==> config.mk <==
export PLATFORM = sky130hd
export DESIGN_NAME = ex_mem_reg_flat
export DESIGN_NICKNAME = d
export VERILOG_FILES = /design/src/rtl/ex_mem_reg_pkg.sv /design/src/rtl/ex_mem_reg_if.sv /design/src/rtl/pipe_reg.sv /design/src/rtl/ex_mem_reg.sv /design/src/flat_wrapper.sv
export SDC_FILE = /design/constraint.sdc
export NUM_CORES = 1
export LEC_CHECK = 0
export ABC_AREA = 0
export ABC_CLOCK_PERIOD_IN_PS = 1000
export BUFFER_PORTS_ARGS = -buffer_cell sky130_fd_sc_hd__buf_2
export CORE_AREA = 10 10 181 183
export CTS_CLUSTER_SIZE = 14
export DETAILED_ROUTE_END_ITERATION = 16
export DIE_AREA = 0 0 191 193
export PLACE_DENSITY = 0.56
export REMOVE_ABC_BUFFERS = 1
export SLEW_MARGIN = 20
export SYNTH_ARGS = -nofsm -noshare
export SYNTH_HDL_FRONTEND = slang
export SYNTH_SLANG_ARGS = --single-unit
==> constraint.sdc <==
create_clock -name clk -period 1 [get_ports clk]
set_input_delay 0.2 -clock clk [delete_from_list [all_inputs] [get_ports clk]]
set_output_delay 0.2 -clock clk [all_outputs]
set_load 0.03 [all_outputs]
==> src/rtl/ex_mem_reg_pkg.sv <==
// Shared constants and the per-cycle action decode for the EX/MEM pipeline register.
// Imported by the interface, the register slice and the top.
package ex_mem_reg_pkg;

   localparam logic RstEnable    = 1'b1;
   localparam logic WriteEnable  = 1'b1;
   localparam logic WriteDisable = ~WriteEnable;
   localparam logic Stop         = 1'b1;
   localparam logic NoStop       = ~Stop;

   localparam int RegBus       = 32;
   localparam int RegAddrBus   = 5;
   localparam int DoubleRegBus = 64;
   localparam int AluOpBus     = 8;

   localparam logic [RegBus-1:0]   ZeroWord   = '0;
   localparam logic [AluOpBus-1:0] EXE_NOP_OP = 8'h00;

   // What the stage register does on the coming edge, highest priority first.
   typedef enum logic [2:0] {
      ST_RESET,
      ST_FLUSH,
      ST_BUBBLE,
      ST_HOLD,
      ST_ADVANCE
   } ctl_e;

   // EX running with MEM stalled cannot happen legally; it falls through to advance.
   function automatic ctl_e decode_action(input logic rst, input logic flush,
                                          input logic ex_stop, input logic mem_stop);
      if (rst == RstEnable)    return ST_RESET;
      if (flush)               return ST_FLUSH;
      if (ex_stop == NoStop)   return ST_ADVANCE;
      if (mem_stop == NoStop)  return ST_BUBBLE;
      return ST_HOLD;
   endfunction

endpackage

==> src/rtl/ex_mem_reg_if.sv <==
// Signal bundle between the EX stage (master) and the EX/MEM register (slave).
// No handshake: every field is sampled on every rising clock edge; stall/flush alone gate the update.
interface ex_mem_reg_if;
   import ex_mem_reg_pkg::*;

   logic [RegAddrBus-1:0]   ex_wd;
   logic                    ex_wreg;
   logic [RegBus-1:0]       ex_wdata;
   logic                    ex_whilo;
   logic [RegBus-1:0]       ex_hi;
   logic [RegBus-1:0]       ex_lo;
   logic [AluOpBus-1:0]     ex_aluop;
   logic [RegBus-1:0]       ex_mem_addr;
   logic [RegBus-1:0]       ex_reg2;
   logic [DoubleRegBus-1:0] hilo_temp_i;
   logic [1:0]              cnt_i;

   logic [RegAddrBus-1:0]   mem_wd;
   logic                    mem_wreg;
   logic [RegBus-1:0]       mem_wdata;
   logic                    mem_whilo;
   logic [RegBus-1:0]       mem_hi;
   logic [RegBus-1:0]       mem_lo;
   logic [AluOpBus-1:0]     mem_aluop;
   logic [RegBus-1:0]       mem_mem_addr;
   logic [RegBus-1:0]       mem_reg2;
   logic [DoubleRegBus-1:0] hilo_temp_o;
   logic [1:0]              cnt_o;

   modport master (
      output ex_wd, ex_wreg, ex_wdata, ex_whilo, ex_hi, ex_lo,
             ex_aluop, ex_mem_addr, ex_reg2, hilo_temp_i, cnt_i,
      input  mem_wd, mem_wreg, mem_wdata, mem_whilo, mem_hi, mem_lo,
             mem_aluop, mem_mem_addr, mem_reg2, hilo_temp_o, cnt_o
   );

   modport slave (
      input  ex_wd, ex_wreg, ex_wdata, ex_whilo, ex_hi, ex_lo,
             ex_aluop, ex_mem_addr, ex_reg2, hilo_temp_i, cnt_i,
      output mem_wd, mem_wreg, mem_wdata, mem_whilo, mem_hi, mem_lo,
             mem_aluop, mem_mem_addr, mem_reg2, hilo_temp_o, cnt_o
   );

endinterface

==> src/rtl/pipe_reg.sv <==
// Generic pipeline register slice: clear to CLR beats hold, hold beats load.
module pipe_reg #(
   parameter int           W   = 32,
   parameter logic [W-1:0] CLR = '0
) (
   input  logic         clk,
   input  logic         clear,
   input  logic         hold,
   input  logic [W-1:0] d,
   output logic [W-1:0] q
);

   always_ff @(posedge clk) begin
      if (clear) begin
         q <= CLR;
      end else if (!hold) begin
         q <= d;
      end
   end

endmodule

==> src/rtl/ex_mem_reg.sv <==
// EX/MEM pipeline register with flush, bubble and hold; MADD/MSUB state is fed back to EX.
// Define EX_MEM_MADD_EN to build the hilo_temp/cnt feedback flops; otherwise they read as zero.
module ex_mem_reg
   import ex_mem_reg_pkg::*;
#(
   parameter int STALL_W = 6,
   parameter int EX_IDX  = 3,
   parameter int MEM_IDX = 4
) (
   input  logic               clk,
   input  logic               rst,
   input  logic [STALL_W-1:0] stall,
   input  logic               flush,
   ex_mem_reg_if.slave        bus
);

   localparam int GPR_W  = RegAddrBus + 1 + RegBus;
   localparam int HILO_W = 1 + 2 * RegBus;
   localparam int MEM_W  = AluOpBus + 2 * RegBus;

   // A zeroed stage is a NOP that never writes the GPR file or HI/LO.
   localparam logic [GPR_W-1:0]  GPR_CLR  = {{RegAddrBus{1'b0}}, WriteDisable, ZeroWord};
   localparam logic [HILO_W-1:0] HILO_CLR = {WriteDisable, ZeroWord, ZeroWord};
   localparam logic [MEM_W-1:0]  MEM_CLR  = {EXE_NOP_OP, ZeroWord, ZeroWord};

   ctl_e action;
   logic stage_clear;
   logic stage_hold;
   logic unused_stall;

   always_comb begin
      action      = decode_action(rst, flush, stall[EX_IDX] == Stop, stall[MEM_IDX] == Stop);
      stage_clear = (action == ST_RESET) || (action == ST_FLUSH) || (action == ST_BUBBLE);
      stage_hold  = (action == ST_HOLD);
   end

   assign unused_stall = ^stall;

   logic [GPR_W-1:0]  gpr_q;
   logic [HILO_W-1:0] hilo_q;
   logic [MEM_W-1:0]  mem_q;

   pipe_reg #(.W(GPR_W), .CLR(GPR_CLR)) u_gpr (
      .clk   (clk),
      .clear (stage_clear),
      .hold  (stage_hold),
      .d     ({bus.ex_wd, bus.ex_wreg, bus.ex_wdata}),
      .q     (gpr_q)
   );

   pipe_reg #(.W(HILO_W), .CLR(HILO_CLR)) u_hilo (
      .clk   (clk),
      .clear (stage_clear),
      .hold  (stage_hold),
      .d     ({bus.ex_whilo, bus.ex_hi, bus.ex_lo}),
      .q     (hilo_q)
   );

   pipe_reg #(.W(MEM_W), .CLR(MEM_CLR)) u_mem (
      .clk   (clk),
      .clear (stage_clear),
      .hold  (stage_hold),
      .d     ({bus.ex_aluop, bus.ex_mem_addr, bus.ex_reg2}),
      .q     (mem_q)
   );

   assign {bus.mem_wd, bus.mem_wreg, bus.mem_wdata}        = gpr_q;
   assign {bus.mem_whilo, bus.mem_hi, bus.mem_lo}          = hilo_q;
   assign {bus.mem_aluop, bus.mem_mem_addr, bus.mem_reg2} = mem_q;

`ifdef EX_MEM_MADD_EN
   // Partial product survives only while EX is stalled; any advance consumes it.
   logic madd_clear;
   logic [DoubleRegBus+1:0] madd_q;

   always_comb begin
      madd_clear = (action == ST_RESET) || (action == ST_FLUSH) || (action == ST_ADVANCE);
   end

   pipe_reg #(.W(DoubleRegBus + 2)) u_madd (
      .clk   (clk),
      .clear (madd_clear),
      .hold  (stage_hold),
      .d     ({bus.hilo_temp_i, bus.cnt_i}),
      .q     (madd_q)
   );

   assign {bus.hilo_temp_o, bus.cnt_o} = madd_q;
`else
   logic unused_madd;

   assign unused_madd     = ^{bus.hilo_temp_i, bus.cnt_i};
   assign bus.hilo_temp_o = {ZeroWord, ZeroWord};
   assign bus.cnt_o       = 2'b00;
`endif

endmodule
==> src/flat_wrapper.sv <==
// flat-port wrapper written by rule: the top's interface ports become plain ports
module ex_mem_reg_flat import ex_mem_reg_pkg::*;
#(
   parameter int STALL_W = 6,
   parameter int EX_IDX  = 3,
   parameter int MEM_IDX = 4
)
  (clk, rst, stall, flush, bus_ex_wd, bus_ex_wreg, bus_ex_wdata, bus_ex_whilo, bus_ex_hi, bus_ex_lo, bus_ex_aluop, bus_ex_mem_addr, bus_ex_reg2, bus_hilo_temp_i, bus_cnt_i, bus_mem_wd, bus_mem_wreg, bus_mem_wdata, bus_mem_whilo, bus_mem_hi, bus_mem_lo, bus_mem_aluop, bus_mem_mem_addr, bus_mem_reg2, bus_hilo_temp_o, bus_cnt_o);
  ex_mem_reg_if bus_i ();
  input  logic clk;
  input  logic rst;
  input  logic [STALL_W-1:0] stall;
  input  logic flush;
  input wire logic [$bits(bus_i.ex_wd)-1:0] bus_ex_wd;
  input wire logic [$bits(bus_i.ex_wreg)-1:0] bus_ex_wreg;
  input wire logic [$bits(bus_i.ex_wdata)-1:0] bus_ex_wdata;
  input wire logic [$bits(bus_i.ex_whilo)-1:0] bus_ex_whilo;
  input wire logic [$bits(bus_i.ex_hi)-1:0] bus_ex_hi;
  input wire logic [$bits(bus_i.ex_lo)-1:0] bus_ex_lo;
  input wire logic [$bits(bus_i.ex_aluop)-1:0] bus_ex_aluop;
  input wire logic [$bits(bus_i.ex_mem_addr)-1:0] bus_ex_mem_addr;
  input wire logic [$bits(bus_i.ex_reg2)-1:0] bus_ex_reg2;
  input wire logic [$bits(bus_i.hilo_temp_i)-1:0] bus_hilo_temp_i;
  input wire logic [$bits(bus_i.cnt_i)-1:0] bus_cnt_i;
  output wire logic [$bits(bus_i.mem_wd)-1:0] bus_mem_wd;
  output wire logic [$bits(bus_i.mem_wreg)-1:0] bus_mem_wreg;
  output wire logic [$bits(bus_i.mem_wdata)-1:0] bus_mem_wdata;
  output wire logic [$bits(bus_i.mem_whilo)-1:0] bus_mem_whilo;
  output wire logic [$bits(bus_i.mem_hi)-1:0] bus_mem_hi;
  output wire logic [$bits(bus_i.mem_lo)-1:0] bus_mem_lo;
  output wire logic [$bits(bus_i.mem_aluop)-1:0] bus_mem_aluop;
  output wire logic [$bits(bus_i.mem_mem_addr)-1:0] bus_mem_mem_addr;
  output wire logic [$bits(bus_i.mem_reg2)-1:0] bus_mem_reg2;
  output wire logic [$bits(bus_i.hilo_temp_o)-1:0] bus_hilo_temp_o;
  output wire logic [$bits(bus_i.cnt_o)-1:0] bus_cnt_o;
  assign bus_i.ex_wd = bus_ex_wd;
  assign bus_i.ex_wreg = bus_ex_wreg;
  assign bus_i.ex_wdata = bus_ex_wdata;
  assign bus_i.ex_whilo = bus_ex_whilo;
  assign bus_i.ex_hi = bus_ex_hi;
  assign bus_i.ex_lo = bus_ex_lo;
  assign bus_i.ex_aluop = bus_ex_aluop;
  assign bus_i.ex_mem_addr = bus_ex_mem_addr;
  assign bus_i.ex_reg2 = bus_ex_reg2;
  assign bus_i.hilo_temp_i = bus_hilo_temp_i;
  assign bus_i.cnt_i = bus_cnt_i;
  assign bus_mem_wd = bus_i.mem_wd;
  assign bus_mem_wreg = bus_i.mem_wreg;
  assign bus_mem_wdata = bus_i.mem_wdata;
  assign bus_mem_whilo = bus_i.mem_whilo;
  assign bus_mem_hi = bus_i.mem_hi;
  assign bus_mem_lo = bus_i.mem_lo;
  assign bus_mem_aluop = bus_i.mem_aluop;
  assign bus_mem_mem_addr = bus_i.mem_mem_addr;
  assign bus_mem_reg2 = bus_i.mem_reg2;
  assign bus_hilo_temp_o = bus_i.hilo_temp_o;
  assign bus_cnt_o = bus_i.cnt_o;
  ex_mem_reg #(.STALL_W(STALL_W), .EX_IDX(EX_IDX), .MEM_IDX(MEM_IDX)) u_core (.clk(clk), .rst(rst), .stall(stall), .flush(flush), .bus(bus_i));
endmodule
After elaboration in Yosys (flattened, before gate mapping) --
Cells that the tools add are included.
Storage, ports and cells: register bits 175, input bits 250, output and inout bits 241, word-level logic and storage cells 27
Cells by class: equality and inequality tests 3, multiplexer cells 18, reduce and logical (&&, ||, !) cells 3
Operators with widths (count):
- two-way mux 3 bit | 8
- two-way mux 1 bit | 10
- == test 3 x 2 -> 1 bit (second input constant) | 2
- == test 3 x 1 -> 1 bit (second input constant) | 1
- logical NOT 3 bit | 1
- logical OR 1 bit | 2

Depth between registers and ports, before layout --
Gate-level depths: netlist of run 1.
depth after elaboration 14, depth in mapped cells 6, mapped depth without buffers 2

Hierarchy --
Synthesis of run 1 repeated with hierarchy kept, for this count alone.
Unflattened totals: cell total of the unflattened synthesis 634, area total of the unflattened synthesis 6799.0 um2
By module, submodules not included:
- pipe_reg at u_core.u_mem | instances 1, cells an instance 232, area each 2580.0 um2, seq. area each 1441.4 um2
- pipe_reg at u_core.u_hilo | instances 1, cells an instance 209, area each 2342.2 um2, seq. area each 1301.2 um2
- pipe_reg at u_core.u_gpr | instances 1, cells an instance 122, area each 1358.8 um2, seq. area each 760.7 um2
- ex_mem_reg | instances 1, cells an instance 71, area each 518.0 um2, seq. area each 0.0 um2

Least setup slack after synthesis of run 1 --
No wires, ideal clock.
path type input to register, start input port flush, end register u_core.u_mem.q[12], setup time 0.070 ns, data arrival time 0.926 ns, setup slack 0.005 ns, stages 5, buffers on the path 3, cells stage by stage or2_1 > clkbuf_1 > buf_2 > buf_2 > a21oi_1
Between the ends: longest elaborated chain between the ends 10, elaborated cells on any way between the ends 15, those cells by class eq/ne (3); mux (9); reduce/logical (3)
RTL lines:
- start: declaration | RTL line flat_wrapper.sv:13 | input logic flush;
- two-way mux 3 bit | RTL line ex_mem_reg_pkg.sv:32 | if (flush) return ST_FLUSH;
- two-way mux 3 bit | RTL line ex_mem_reg_pkg.sv:33 | if (ex_stop == NoStop) return ST_ADVANCE;
- two-way mux 3 bit | RTL line ex_mem_reg_pkg.sv:34 | if (mem_stop == NoStop) return ST_BUBBLE;
- two-way mux 3 bit | RTL line ex_mem_reg_pkg.sv:35 | return ST_HOLD;
- two-way mux 3 bit | RTL line ex_mem_reg_pkg.sv:34
- two-way mux 3 bit (*) | RTL line ex_mem_reg_pkg.sv:33
- two-way mux 3 bit (*) | RTL line ex_mem_reg_pkg.sv:32
- == test 3 x 1 -> 1 bit / logical NOT 3 bit (equally long branches) | RTL line ex_mem_reg.sv:33 | stage_clear = (action == ST_RESET) || (action == ST_FLUSH) || (action == ST_BUBBLE);
- logical OR 1 bit (2 in a row) | RTL line ex_mem_reg.sv:33
- end signal: assignment | RTL line pipe_reg.sv:15 | q <= CLR;
- end signal: assignment | RTL line pipe_reg.sv:17 | q <= d;
- end: declaration | RTL line pipe_reg.sv:10 | output logic [W-1:0] q
Mark *: on every way between the ends. The rest lies on a longest branch, timed or not. The select of a mux whose other input is x is not followed. A chain may end at the register's enable or synchronous reset.

Worst setup path after layout of run 1 --
start register u_core.u_hilo.q[6], end output port bus_mem_lo[6]
RTL lines:
- start: declaration | RTL line pipe_reg.sv:10
- start signal: assignment | RTL line pipe_reg.sv:15
- start signal: assignment | RTL line pipe_reg.sv:17
- end: declaration | RTL line flat_wrapper.sv:30 | output wire logic [$bits(bus_i.mem_lo)-1:0] bus_mem_lo;
No word-level cell between the ends.

==> out/results.tsv, run 1 <==
stage	metric	value	unit
sta	maxSlewViolCount	0	
critical_path	arrival	0.91	ns
critical_path	path_cells	buf_6	
clock_network	clockRootBuffer	clkbuf_16	
cells_and_area	stdcell_area	12000	µm²
clock_network	numClockSinks	175	
critical_path	path_max_fanout	2	
critical_path	path_depth	1	
power_and_ir_drop	p_leak	5.06	nW
grt	grt_max_degree	77	
grt	track_usage	13.1	%
cells_and_area	fin_cells	1667	
clock_network	clock_latency	0.42	ns
grt	grt_pass1_vias	7125	
cells_and_area	fill_cells	2898	
critical_path	regToRegSetupSlack	0.16	ns
hold_path	holdCritPathClass	input port to flop	
critical_path	crit_type	flop to primary output	
grt	antenna_found_initial	0	
yosys	synth_cells	846	
status	violations	negative setup slack	
place	dp_cells	1560	
yosys	yosys_warnings	0	
route	drtIter0Drc	233	
route	drt-total-wl	26.6	mm
critical_path	r2r_cells	4	
cells_and_area	drive_above_1_share	49.6	%
power_and_ir_drop	power.total	16.6	mW
critical_path	required	0.80	ns
cells_and_area	diodes	0	
place	place_ws	-0.0902	ns
yosys	yosysSeqAreaShare	48.3	%
critical_path	crit_family	flip-flops	
sta	whs	0.0241	ns
critical_path	endpoint_kind	primary output	
sta	rsz0062_at_grt	yes	
route	avgViaCountPerCell	4.28	
place	io_buffers	354	
grt	grt-ovfl-total	0	
route	ant_nets	0	
clock_network	cts_buffer_depth	2	
flow_run	max_cap_viol_count	0	
power_and_ir_drop	powerDensity	1390	nW/µm²
clock_network	tritoncts	done	
sta	skew	0	ns
clock_network	htreeDepth	4	
route	detail_route.wl_per_cell	15.9	µm
status	status	finished with violations	
floorplanning	core_area	29200	µm²
floorplanning	io-pin-count	491	
critical_path	r2r_start	u_core.u_mem.q[55]	
clock_network	path_clk_slew	0.07	ns
sta	fin_crit_sh	111	%
hold_path	hold_depth	3	
clock_network	cts_buffers	17	
cells_and_area	syn2layout_area_growth	65.3	%
critical_path	crit_buf_inv	1	
floorplanning	die_h	193	µm
place	post-dp-hpwl	18.9	mm
power_and_ir_drop	irDropWorstVdd	0.905	mV
critical_path	cp_slowest_stage_delay	0.35	ns
sta	max_freq	900	MHz
grt	grt_pass1_wl	38.7	mm
place	gp_congestion	0.786	
route	first_pass_iters	4	
sta	worst_slack	-0.111	ns
floorplanning	floorplan.initialDensity	24.8	%
yosys	avgSynthCellArea	8.57	µm²
critical_path	r2r-end	u_core.u_mem.q[55]	
hold_path	hold_path.startpoint	bus_ex_wdata[0]	
route	via_count	7138	
yosys	synth_area	7250	µm²
critical_path	startpoint_type	flop	
cells_and_area	final_common_cell	buf_2	
place	placed_area	9420	µm²
yosys	ys_seq_elements	175	
hold_path	worstHoldEndpoint	u_core.u_gpr.q[0]	
critical_path	cp-startpoint	u_core.u_hilo.q[6]	
floorplanning	rows	63	
sta	hold_viol_final	0	
floorplanning	die_x	191	µm
critical_path	worst_path_max_delay_cell	dfxtp_2	
floorplanning	dieArea	36900	µm²
sta	fin_crit	1.11	ns
route	drc	0	
sta	setup_viol_count_final	175	
yosys	yosysUniqueCellTypes	11	
cells_and_area	nNetsFinal	1515	
==> timing repair <==
action	4_1_cts	5_1_grt
hold buffers	50	0
buffers inserted	7	19
gates cloned	0	0
endpoints found under the setup margin	175	175
hold endpoints to repair	50	0
gates resized for setup	526	0
==> cell families after synthesis <==
family          after synthesis  synth area share (%)
compound gates              175                  12.1
other cells                   1                0.0517
simple gates                351                  27.3
flops                       175                  48.3
buf+inv                     144                  12.3
==> where the power goes <==
group	leakage [nW]	internal, mW	total (mW)	switching (mW)
Combinational	3.31	1.24	2.87	1.63
Clock	0.251	3.48	6.38	2.90
Sequential	1.50	7.21	7.35	0.142
Total	5.06	11.9	16.6	4.68
==> worst max path at each step <==
stage | endpoint | slack [ns]
2_1_floorplan | u_core.u_gpr.q[0] | -2.26
3_3_place_gp | u_core.u_mem.q[26] | -0.05
5_1_grt | bus_mem_mem_addr[11] | -0.15
6_report | bus_mem_lo[6] | -0.11
3_5_place_dp | u_core.u_mem.q[50] | -0.09
4_1_cts | bus_mem_lo[6] | -0.15
==> per-stage QoR <==
step	setup TNS, ns	utilization, %
finish	-14.63	41.0
global route	-21.90	41.0
CTS	-19.77	40.5
detailed placement	-6.67	32.2
global placement	-4.72	32.2
floorplan	-395.76	-
==> flip-flops by register name, summed over array words and instances (netlist names) <==
register	count
u_core.u_gpr.q	38
u_core.u_hilo.q	65
u_core.u_mem.q	72
==> synth_stat cells <==
library cell    n  share of area, %
a21oi_1       175                12
dfxtp_1       175                48
nand2b_1      175                15
nand3_1       175                12
buf_4          78               8.1
buf_2          32               2.2
clkbuf_1       30               1.6
buf_1           2              0.10
buf_6           2              0.31
conb_1          1             0.052
or2_1           1             0.086
==> area by class of cell <==
cell class,instances,area [µm²],area share (%)
flip-flops and latches,175,3720,31.1
clock inverters,10,91.3,0.762
repair buffers,479,4120,34.4
well taps,390,488,4.07
clock buffers,21,450,3.76
multi-input cells,592,3100,25.9
==> per-layer routing <==
layer  up-vias  global-route usage, %  wire length [µm]
met2       240                   23.2             13600
met3        14                   5.32              2340
li1       3540                      -                 -
met5         -                      0                 0
met1      3344                   14.1             10400
met4         0                   3.63               281
No activity file was read; power rests on OpenSTA's default activity.
==> inputs of run 2 (changes only) <==
Settings changed: CORE_AREA 10 10 181 183 to 10 10 183 185, DIE_AREA 0 0 191 193 to 0 0 193 195, PLACE_DENSITY 0.56 to 0.53, SYNTH_HIERARCHICAL set to 1.
==> run 2 against run 1 <==
- the run still ends with negative setup slack left
- count of clock-buffer cells in the layout fell by 4
- clock power rose by 4.5%
- maximum frequency fell by 2.5%
- non-clock buffer count rose by 110
==> out/results.tsv, run 2 <==
stage	metric	value	unit	change
yosys	avgSynthCellArea	10.7	µm²	+25%
sta	rsz0062_at_grt	yes		
critical_path	crit_type	flop to primary output		
cells_and_area	regMostFlops	u_core/u_mem/q		
hold_path	holdCritPathClass	input port to flop		
route	drtIter0Drc	164		-30%
cells_and_area	final_cell_mix	184 x buf_6, 177 x buf_2, 175 x nor2_1		
clock_network	clock_latency	0.43	ns	about the same
floorplanning	floorplan.initialDensity	22.6	%	-2.1 points
yosys	synth_ff_type	dfxtp_1		
yosys	synth_area	6800	µm²	-6.2%
power_and_ir_drop	switchingPower	4.94	mW	+5.7%
power_and_ir_drop	power_frac_seq	42.6	%	-1.7 points
clock_network	htreeDepth	4		unchanged
yosys	ys_async_sr_fraction	0	%	unchanged
sta	setup_viol_count_final	304		+74%
sta	fin_crit	1.14	ns	+0.0283 ns
yosys	yosysUniqueCellTypes	15		+4
route	wl_met1	9.95	mm	-4.2%
place	dp_cells	1396		-11%
cells_and_area	largestRegisters	u_core/u_mem/q (72), u_core/u_hilo/q (65), u_core/u_gpr/q (38)		
critical_path	crit_buf_inv	1		unchanged
cells_and_area	nNetsFinal	1453		-4.1%
cells_and_area	syn2layout_area_growth	93.9	%	
power_and_ir_drop	powerDensity	1330	nW/µm²	-3.8%
route	drc	0		unchanged
floorplanning	rows	64		+1.6%
cells_and_area	multi_input_area	2770	µm²	-11%
cells_and_area	drive_above_1_share	54.6	%	+5.0 points
yosys	synth_top_area_share	51.5	%	+3.2 points
route	via_count	6358		-11%
sta	hold_viol_final	0		unchanged
cells_and_area	final_common_cell	buf_6		
power_and_ir_drop	p_int	12.6	mW	+6.0%
power_and_ir_drop	clkPwrFrac	37.9	%	-0.5 points
yosys	synth_cells	634		-25%
power_and_ir_drop	p_leak	5.75	nW	+14%
sta	worst_slack	-0.139	ns	-0.0283 ns
critical_path	cp-startpoint	u_core/u_gpr/q[33]		
critical_path	endpoint_kind	primary output		
cells_and_area	fin_cells	1612		-3.3%
grt	grt-ovfl-total	0		unchanged
critical_path	worst_path_max_delay_cell	dfxtp_2		
sta	fin_crit_sh	114	%	+2.8 points
grt	grt_pass1_wl	38.6	mm	-0.30%
yosys	ys_top_cells_by_count	176 x nor2_1, 175 x dfxtp_1, 175 x mux2i_1		
route	detail_route.wl_per_cell	16.9	µm	+5.8%
grt	antenna_found_initial	1		+1
sta	skew	0	ns	unchanged
clock_network	cts_buffers	17		unchanged
place	io_buffers	354		unchanged
cells_and_area	largest_reg_flops	72		unchanged
hold_path	hold_path.startpoint	bus_ex_lo[15]		
clock_network	tritoncts	done		
route	ant_nets	0		unchanged
place	gp_congestion	0.803		+2.1%
floorplanning	die_x	193	µm	+1.0%
floorplanning	die_h	195	µm	+1.0%
yosys	synth_edf_count	0		unchanged
power_and_ir_drop	switching_share	28.1	%	-0.066 points
power_and_ir_drop	power.share.combinational	19.5	%	+2.2 points
route	avgViaCountPerCell	3.94		-7.9%
route	dr_wl_met2	14.0	mm	+3.2%
status	violations	negative setup slack		
floorplanning	io-pin-count	491		unchanged
route	wl_met3	2.58	mm	+10%
status	status	finished with violations		
clock_network	path_clk_slew	0.07	ns	about the same
critical_path	path_max_fanout	2		unchanged
critical_path	arrival	0.94	ns	+0.03 ns
yosys	yosysSeqAreaShare	51.5	%	+3.2 points
critical_path	cp_slowest_stage_delay	0.37	ns	+0.02 ns
flow_run	max_cap_viol_count	0		unchanged
route	first_pass_iters	4		unchanged
cells_and_area	seq_area	3730	µm²	+0.27%
critical_path	path_cells	buf_6		
floorplanning	dieArea	37600	µm²	+2.1%
power_and_ir_drop	irDropWorstVdd	0.974	mV	+7.7%
grt	track_usage	12.9	%	-0.18 points
sta	finalSetupTns	-21.89	ns	-7.26 ns
critical_path	startpoint_type	flop		
place	post-dp-hpwl	17.8	mm	-5.7%
clock_network	clockRootBuffer	clkbuf_16		
yosys	yosys_warnings	6		+6
yosys	ys_seq_elements	175		unchanged
route	drt-total-wl	27.2	mm	+2.3%
yosys	synth_most_common_cell	nor2_1		
sta	max_freq	878	MHz	-2.5%
cells_and_area	fill_cells	2686		-7.3%
grt	grt_pass1_vias	7015		-1.5%
sta	maxSlewViolCount	0		unchanged
clock_network	numClockSinks	175		unchanged
yosys	synthTopCellsByArea	dfxtp_1 52%, mux2i_1 26%, nor2_1 9.7%, buf_4 7.5%, buf_12 2.1%		
yosys	synth.largest_area_cell	dfxtp_1		
grt	grt_max_degree	25		-68%
floorplanning	core_area	30000	µm²	+2.7%
critical_path	r2r_start	u_core/u_hilo/q[55]		
route	highest_layer	met4		
clock_network	cts_buffer_depth	2		unchanged
critical_path	crit_family	flip-flops		
critical_path	required	0.80	ns	about the same
run 2: per-layer routing:
metal  vias to the layer above  global-route usage (%)
li1                       3084                       -
met1                      2961                    13.2
met2                       278                    23.2
met3                        35                    5.11
met4                         0                    4.47
met5                         -                       0
run 2: timing repair:
item	4_1_cts	5_1_grt
resized for setup	531	57
cloned	0	11
endpoints found under the setup margin	259	305
pin swaps	0	17
endpoints found under the hold margin	149	0
buffers inserted	4	20
hold buffers	149	0
run 2: cells by family (layout without fill, tap and decap cells):
family / count (synthesis) / in the layout / share of synthesized area (%)
AOI/OAI and AO/OA: 1 / 1 / 0.0735
buffers and inverters: 105 / 621 / 12.8
DFF: 175 / 175 / 51.5
muxes: 175 / 175 / 25.8
other: 1 / 67 / 0.0552
and+or+nand+nor: 177 / 177 / 9.81
run 2: layout make-up:
| class | count | area share (%) |
|---|---|---|
| sequential | 175 | 28.3 |
| clock inverter | 14 | 1.08 |
| inverter | 1 | 0.0285 |
| multi-input combinational | 419 | 21.0 |
| timing repair buffer | 589 | 42.5 |
| antenna | 1 | 0.0190 |
| clock buffer | 17 | 3.23 |
| tap | 396 | 3.76 |
run 2: worst paths after layout:
check	endpoint	slack, ns	cells past startpoint
max	bus_mem_wd[0]	-0.14	1
min	u_core/u_hilo/q[15]	0.02	3
min reg2reg	u_core/u_gpr/q[31]	0.50	2
max reg2reg	u_core/u_hilo/q[55]	0.19	3
run 2: power groups by stage:
stage          clock network (mW)  logic (mW)  registers [mW]
6_report                     6.67        3.43            7.49
5_1_grt                      7.22        3.63            7.51
4_1_cts                      6.93        3.18            7.47
3_5_place_dp                    0        2.39            7.53
3_3_place_gp                    0        2.38            7.52
2_1_floorplan                   0        1.11            8.05
run 2: per-stage QoR:
stage / area, µm² / hold slack [ns] / setup WS [ns] / util (%) / total power [mW]
2_1_floorplan: 6180 / 0.344 / -8.65 / - / 9.16
3_3_place_gp: 9040 / 0.427 / -0.475 / 30.1 / 9.89
3_5_place_dp: 9040 / 0.435 / -0.512 / 30.1 / 9.92
4_1_cts: 12500 / 0.000331 / -0.161 / 41.5 / 17.6
5_1_grt: 13200 / 0.0113 / -0.176 / 43.9 / 18.4
6_report: 13200 / 0.0189 / -0.139 / 43.9 / 17.6
